==> config.mk <==
export PLATFORM = sky130hd
export DESIGN_NAME = alu_iter_unit
export DESIGN_NICKNAME = d
export VERILOG_FILES = /design/src/rtl/alu_iter_unit.sv
export SDC_FILE = /design/constraint.sdc
export NUM_CORES = 1
export LEC_CHECK = 0
export ABC_CLOCK_PERIOD_IN_PS = 2900
export BUFFER_PORTS_ARGS = -buffer_cell sky130_fd_sc_hd__buf_2
export CAP_MARGIN = 20
export CORE_MARGIN = 10
export CORE_UTILIZATION = 43
export CTS_CLUSTER_DIAMETER = 200
export DETAILED_ROUTE_END_ITERATION = 6
export SYNTH_ARGS = -nofsm -noshare
export SYNTH_HDL_FRONTEND = slang
export SYNTH_SLANG_ARGS = --single-unit
==> constraint.sdc <==
create_clock -name clk -period 2.9 [get_ports clk]
set_input_delay 0.435 -clock clk [delete_from_list [all_inputs] [get_ports clk]]
set_output_delay 0.435 -clock clk [all_outputs]
set_load 0.01 [all_outputs]
==> src/rtl/alu_iter_unit.sv <==
// alu_iter_unit: RV32I ALU decode-and-execute with an iterative shifter.
//
// Decodes alu_op/funct3/funct7b5/opb5 into a 4-bit operation code and runs it.
// Single-cycle ops finish on the accept edge. Shifts then take
// ceil(shamt/SHIFT_STEP) more edges. Undecodable requests produce result 0 and
// raise illegal; they never drive X.
//
// Ports
//   clk, reset_n             clock, async active-low reset
//   in_valid / in_ready      request handshake (in_ready high only in IDLE)
//   kill                     synchronous abort, overrides everything else
//   alu_op, funct3,
//   funct7b5, opb5           decode inputs
//   src_a, src_b             operands; shamt = src_b[$clog2(XLEN)-1:0]
//   out_valid / out_ready    result handshake
//   result, zero,
//   alu_ctrl, illegal        held outputs of the completed operation
//
// state | meaning
// IDLE  | waiting for a request, in_ready = 1
// SHIFT | iterating a shift, SHIFT_STEP bits per cycle
// DONE  | result held, out_valid = 1 until out_ready
module alu_iter_unit #(
  parameter int XLEN       = 32,
  parameter int SHIFT_STEP = 1
) (
  input  logic            clk,
  input  logic            reset_n,
  input  logic            in_valid,
  output logic            in_ready,
  input  logic            kill,
  input  logic [1:0]      alu_op,
  input  logic [2:0]      funct3,
  input  logic            funct7b5,
  input  logic            opb5,
  input  logic [XLEN-1:0] src_a,
  input  logic [XLEN-1:0] src_b,
  output logic            out_valid,
  input  logic            out_ready,
  output logic [XLEN-1:0] result,
  output logic            zero,
  output logic [3:0]      alu_ctrl,
  output logic            illegal
);

  localparam int SW = $clog2(XLEN);
  localparam logic [SW:0] STEP_W = (SW+1)'(SHIFT_STEP);

  localparam logic [3:0] OP_ADD  = 4'b0000;
  localparam logic [3:0] OP_SUB  = 4'b0001;
  localparam logic [3:0] OP_AND  = 4'b0010;
  localparam logic [3:0] OP_OR   = 4'b0011;
  localparam logic [3:0] OP_XOR  = 4'b0100;
  localparam logic [3:0] OP_SRL  = 4'b0101;
  localparam logic [3:0] OP_SLL  = 4'b0110;
  localparam logic [3:0] OP_SRA  = 4'b0111;
  localparam logic [3:0] OP_SLT  = 4'b1000;
  localparam logic [3:0] OP_SLTU = 4'b1001;
  localparam logic [3:0] OP_ILL  = 4'b1111;

  typedef enum logic [1:0] {S_IDLE, S_SHIFT, S_DONE} state_t;

  state_t          state;
  logic [SW-1:0]   remaining;
  logic [3:0]      dec_ctrl;
  logic            dec_is_shift;
  logic [SW-1:0]   shamt;
  logic [XLEN-1:0] exec_res;
  logic [SW-1:0]   step;
  logic [SW-1:0]   rem_next;
  logic [XLEN-1:0] shift_next;

  assign shamt = src_b[SW-1:0];

  always_comb begin
    dec_ctrl = OP_ILL;
    case (alu_op)
      2'b00: dec_ctrl = OP_ADD;
      2'b01: dec_ctrl = OP_SUB;
      2'b10: begin
        case (funct3)
          3'b000:  dec_ctrl = (opb5 & funct7b5) ? OP_SUB : OP_ADD;
          3'b001:  dec_ctrl = OP_SLL;
          3'b010:  dec_ctrl = OP_SLT;
          3'b011:  dec_ctrl = OP_SLTU;
          3'b100:  dec_ctrl = OP_XOR;
          3'b101:  dec_ctrl = funct7b5 ? OP_SRA : OP_SRL;
          3'b110:  dec_ctrl = OP_OR;
          default: dec_ctrl = OP_AND;
        endcase
      end
      default: dec_ctrl = OP_ILL;
    endcase
  end

  assign dec_is_shift = (dec_ctrl == OP_SRL) || (dec_ctrl == OP_SLL) || (dec_ctrl == OP_SRA);

  // Shifts only land here with shamt = 0, so they pass src_a through.
  always_comb begin
    exec_res = '0;
    case (dec_ctrl)
      OP_ADD:  exec_res = src_a + src_b;
      OP_SUB:  exec_res = src_a - src_b;
      OP_AND:  exec_res = src_a & src_b;
      OP_OR:   exec_res = src_a | src_b;
      OP_XOR:  exec_res = src_a ^ src_b;
      OP_SLT:  exec_res = {{(XLEN-1){1'b0}}, ($signed(src_a) < $signed(src_b))};
      OP_SLTU: exec_res = {{(XLEN-1){1'b0}}, (src_a < src_b)};
      OP_SRL, OP_SLL, OP_SRA: exec_res = src_a;
      default: exec_res = '0;
    endcase
  end

  // Compare in SW+1 bits so SHIFT_STEP = XLEN still works; in that case the
  // first branch is always taken.
  always_comb begin
    if ({1'b0, remaining} < STEP_W) step = remaining;
    else                            step = STEP_W[SW-1:0];
    rem_next = remaining - step;
    case (alu_ctrl)
      OP_SLL:  shift_next = result << step;
      // The shift register's MSB stays equal to the original sign bit, so an
      // arithmetic shift of the partial result fills correctly every step.
      OP_SRA:  shift_next = $unsigned($signed(result) >>> step);
      default: shift_next = result >> step;
    endcase
  end

  always_ff @(posedge clk or negedge reset_n) begin
    if (!reset_n) begin
      state     <= S_IDLE;
      in_ready  <= 1'b1;
      out_valid <= 1'b0;
      result    <= '0;
      zero      <= 1'b0;
      alu_ctrl  <= OP_ADD;
      illegal   <= 1'b0;
      remaining <= '0;
    end else if (kill) begin
      state     <= S_IDLE;
      in_ready  <= 1'b1;
      out_valid <= 1'b0;
    end else begin
      case (state)
        S_IDLE: begin
          if (in_valid) begin
            alu_ctrl <= dec_ctrl;
            illegal  <= (dec_ctrl == OP_ILL);
            in_ready <= 1'b0;
            if (dec_is_shift && (shamt != '0)) begin
              result    <= src_a;
              remaining <= shamt;
              state     <= S_SHIFT;
            end else begin
              result    <= exec_res;
              zero      <= (exec_res == '0);
              out_valid <= 1'b1;
              state     <= S_DONE;
            end
          end
        end
        S_SHIFT: begin
          result    <= shift_next;
          remaining <= rem_next;
          if (rem_next == '0) begin
            zero      <= (shift_next == '0);
            out_valid <= 1'b1;
            state     <= S_DONE;
          end
        end
        S_DONE: begin
          if (out_ready) begin
            out_valid <= 1'b0;
            in_ready  <= 1'b1;
            state     <= S_IDLE;
          end
        end
        default: begin
          state     <= S_IDLE;
          in_ready  <= 1'b1;
          out_valid <= 1'b0;
        end
      endcase
    end
  end

endmodule

==> impl_metrics.yaml <==
timing:
  final-max-slew-violation-count: 0
  finalHoldViolCount: 0
  timing.fmax_mhz: 310.7
  fin_skew_ns: 0.005401
  fin_crit_ns: 3.219
  setup_viol_count_final: 9
  slew_headroom: 0.5661
  timing.final.crit_share: 1.110
  rsz0062_at_grt: "true"
  worstMarginPinSlew_ns: 0.6454
  worst_slack_ns: -0.3186
  setup_tns_ns: -1.282
die:
  die_x_um: 162.2
  std_cell_rows: 51
  num_io_pins: 116
  die_h_um: 162.2
  coreArea_um2: 19650
  initial_core_util: 0.4422
  dieArea_um2: 26300
worst_setup_path:
  cp.required_ns: 3.12
  crit_path_frequent_cell: "o41a_1"
  critical_path.slowest_cell: "o41a_1"
  worst_ep_arrival_time_ns: 3.44
  regToRegStartpoint: "remaining[3]"
  crit_chain: "buf_12 > inv_12 > ha_4 > nor2_2 > o41a_1 > o31a_1 > o41a_1 > a2111oi_4 > nor3_1 > nand4b_1 > a211o_1 > and3b_1 > nand4_1 > o21ai_1"
  worst-r2r-cell-count: 12
  r2r_end: "zero"
  worst_setup_path_end_kind: "register"
  start_kind: "primary input"
  ff2ff_setup_slack_ns: 0.01
  crit_path_max_incr_delay_ns: 0.48
  crit_fanout: 3
  crit_type: "primary input to register"
finish:
  nFillCells: 1650
  fin_nets: 1951
  multi_input_area_um2: 7889
  drive_gt1_frac: 0.4270
  register_area_um2: 1177
  area_growth_pct: 62.78
power:
  power_density_nw_per_um2: 357.6
  total_power_mw: 5.060
  ir_drop_uv: 314.8
  p_leak_nw: 6.602
run_status:
  status: "complete, but fails checks"
  failed_checks: "setup timing"
clocking:
  insertion_delay_ns: 0.29
  cts.clk_slew.worst_paths_ns: 0.07
  cts_tree: "yes"
  cts_root_buffer: "clkbuf_16"
  cts.path.max_buffers: 2
  h-tree-depth: 2
  clock-sinks: 47
  cts_buffers: 5
  cts_hold_buf: 0
routing:
  first_pass_iters: 5
  avgRoutedWirePerCell_um: 19.80
  postRouteAntennaNets: 0
  drt_iter0_drc: 1363
  avgViaCountPerCell: 5.969
  vias: 12180
  drc: 0
  finalWirelength_um: 40410
grt:
  grt_pass1_vias: 11690
  grt_use_total: 0.2876
  antenna_found_initial: 1
  grt_pass1_wl_um: 62180
  grt_max_degree: 49
  overflow: 0
placement:
  port_buffers: 115
  place_ws_ns: -0.8393
  dp_hpwl_um: 31940
  gp_congestion: 1.014
yosys:
  synth_common_cells: "a21oi_1, nand2_1, nor2_1"
  yosysTopAreaCellShare: 0.1425
  yosysWarnings: 0
  synth_seq_area_share: 0.1355
  synthFlopType: "dfrtp_1"
  syn-cell-area_um2: 8691
  yosysMostFrequentCell: "a21oi_1"
  synth_top_cell_by_area: "ha_1"
  synth.avg_cell_area_um2: 6.711
  synth_edf_count: 0
  synth_cells: 1295
  ys_ff_latch: 47
  synthTopCellsByArea: "ha_1, dfrtp_1, a21oi_1"
  synth_nets: 1472
  synthDistinctLibCells: 71
  async_reset_ff_frac: 1.000
run:
  maxCapViolCount: 0
min_path:
  hp-class: "primary input to async pin"
-- layer usage --
layer,global-route usage,vias up,routed length (µm)
li1,-,5694,-
met1,0.3741,5745,16820
met2,0.4869,631,19050
met3,0.03337,112,3172
met4,0.08519,0,1362
met5,0,-,0
-- worst max-delay path, delay by kind of cell --
family | cells | cell delay [ns]
fa+ha+maj | 1 | 0.26
compound gates | 6 | 2.00
simple gates | 5 | 0.61
buf+inv | 2 | 0.13
-- how the worst max path moves through the flow --
stage	cells past startpoint	slack [ns]	end	from
2_1_floorplan	14	-0.34	zero	src_a[3]
3_3_place_gp	17	-0.76	zero	src_a[0]
3_5_place_dp	14	-0.84	zero	src_a[1]
4_1_cts	14	-0.30	zero	src_b[3]
5_1_grt	17	-0.46	zero	src_a[0]
6_report	14	-0.32	zero	src_b[3]
-- state kept, by name, indices dropped and copies added, names as in the netlist --
| signal | count |
|---|---|
| alu_ctrl | 4 |
| illegal | 1 |
| in_ready | 1 |
| out_valid | 1 |
| remaining | 5 |
| result | 32 |
| state | 2 |
| zero | 1 |
-- power breakdown --
group	total, mW	internal [mW]	switching [mW]
combinational	3.33	1.58	1.75
clock	0.680	0.429	0.251
sequential	1.04	0.816	0.228
total	5.06	2.83	2.23
-- metrics by stage --
stage	cell area [µm²]	std cells	hold WS [ns]	util
after floorplan	8850	1295	0.1394	-
after global placement	12710	2013	0.4607	0.6466
after detailed placement	12710	2013	0.4659	0.6466
after CTS	13670	2030	0.3486	0.6955
after global routing	14150	2041	0.01237	0.7198
final	14150	2041	0.004851	0.7198
-- cell usage in the layout, fill, tap and decap left out, drive strengths merged, types with 7 or more instances in the layout --
cell / count
nor2: 138
ha: 99
a211oi: 17
o31ai: 11
xnor2: 12
o21ai: 82
o221ai: 8
a211o: 7
nand3: 33
a31oi: 16
or2: 7
o21a: 8
or3: 13
a21o: 17
nor4: 21
a21boi: 7
buf: 555
a221oi: 14
nand2b: 12
o21bai: 7
inv: 103
a21oi: 147
o311ai: 7
nand4: 24
mux2i: 10
nor3: 34
or4: 9
o22a: 19
dfrtp: 46
nor2b: 14
nand2: 146
o211ai: 18
-- final cells by class --
class	count	area share
multi-input cells	1062	0.5576
clock buffers	6	0.009817
inverters	103	0.02980
well taps	265	0.02344
repair buffers	555	0.2934
flip-flops and latches	47	0.08322
clock inverters	2	0.002476
diodes	1	0.0001769
-- logic make-up (layout without fill, tap and decap cells) --
group | Yosys count | in the layout | share of synthesized area
adder cells (fa/ha/maj) | 101 | 101 | 0.1471
multiplexers | 12 | 12 | 0.01411
buffers and inverters | 186 | 666 | 0.08062
AO/OA/AOI/OAI | 468 | 468 | 0.3601
other | 0 | 1 | 0
AND/OR/NAND/NOR | 467 | 467 | 0.2485
XOR/XNOR | 14 | 14 | 0.01411
flip-flops | 47 | 47 | 0.1355
-- repair_timing --
item / 4_1_cts / 5_1_grt
pin swaps: 54 / 53
setup buffers: 10 / 9
gates cloned: 0 / 0
gates resized for setup: 160 / 95
endpoints found under the setup margin: 22 / 24
No activity file was read; power rests on OpenSTA's default activity.
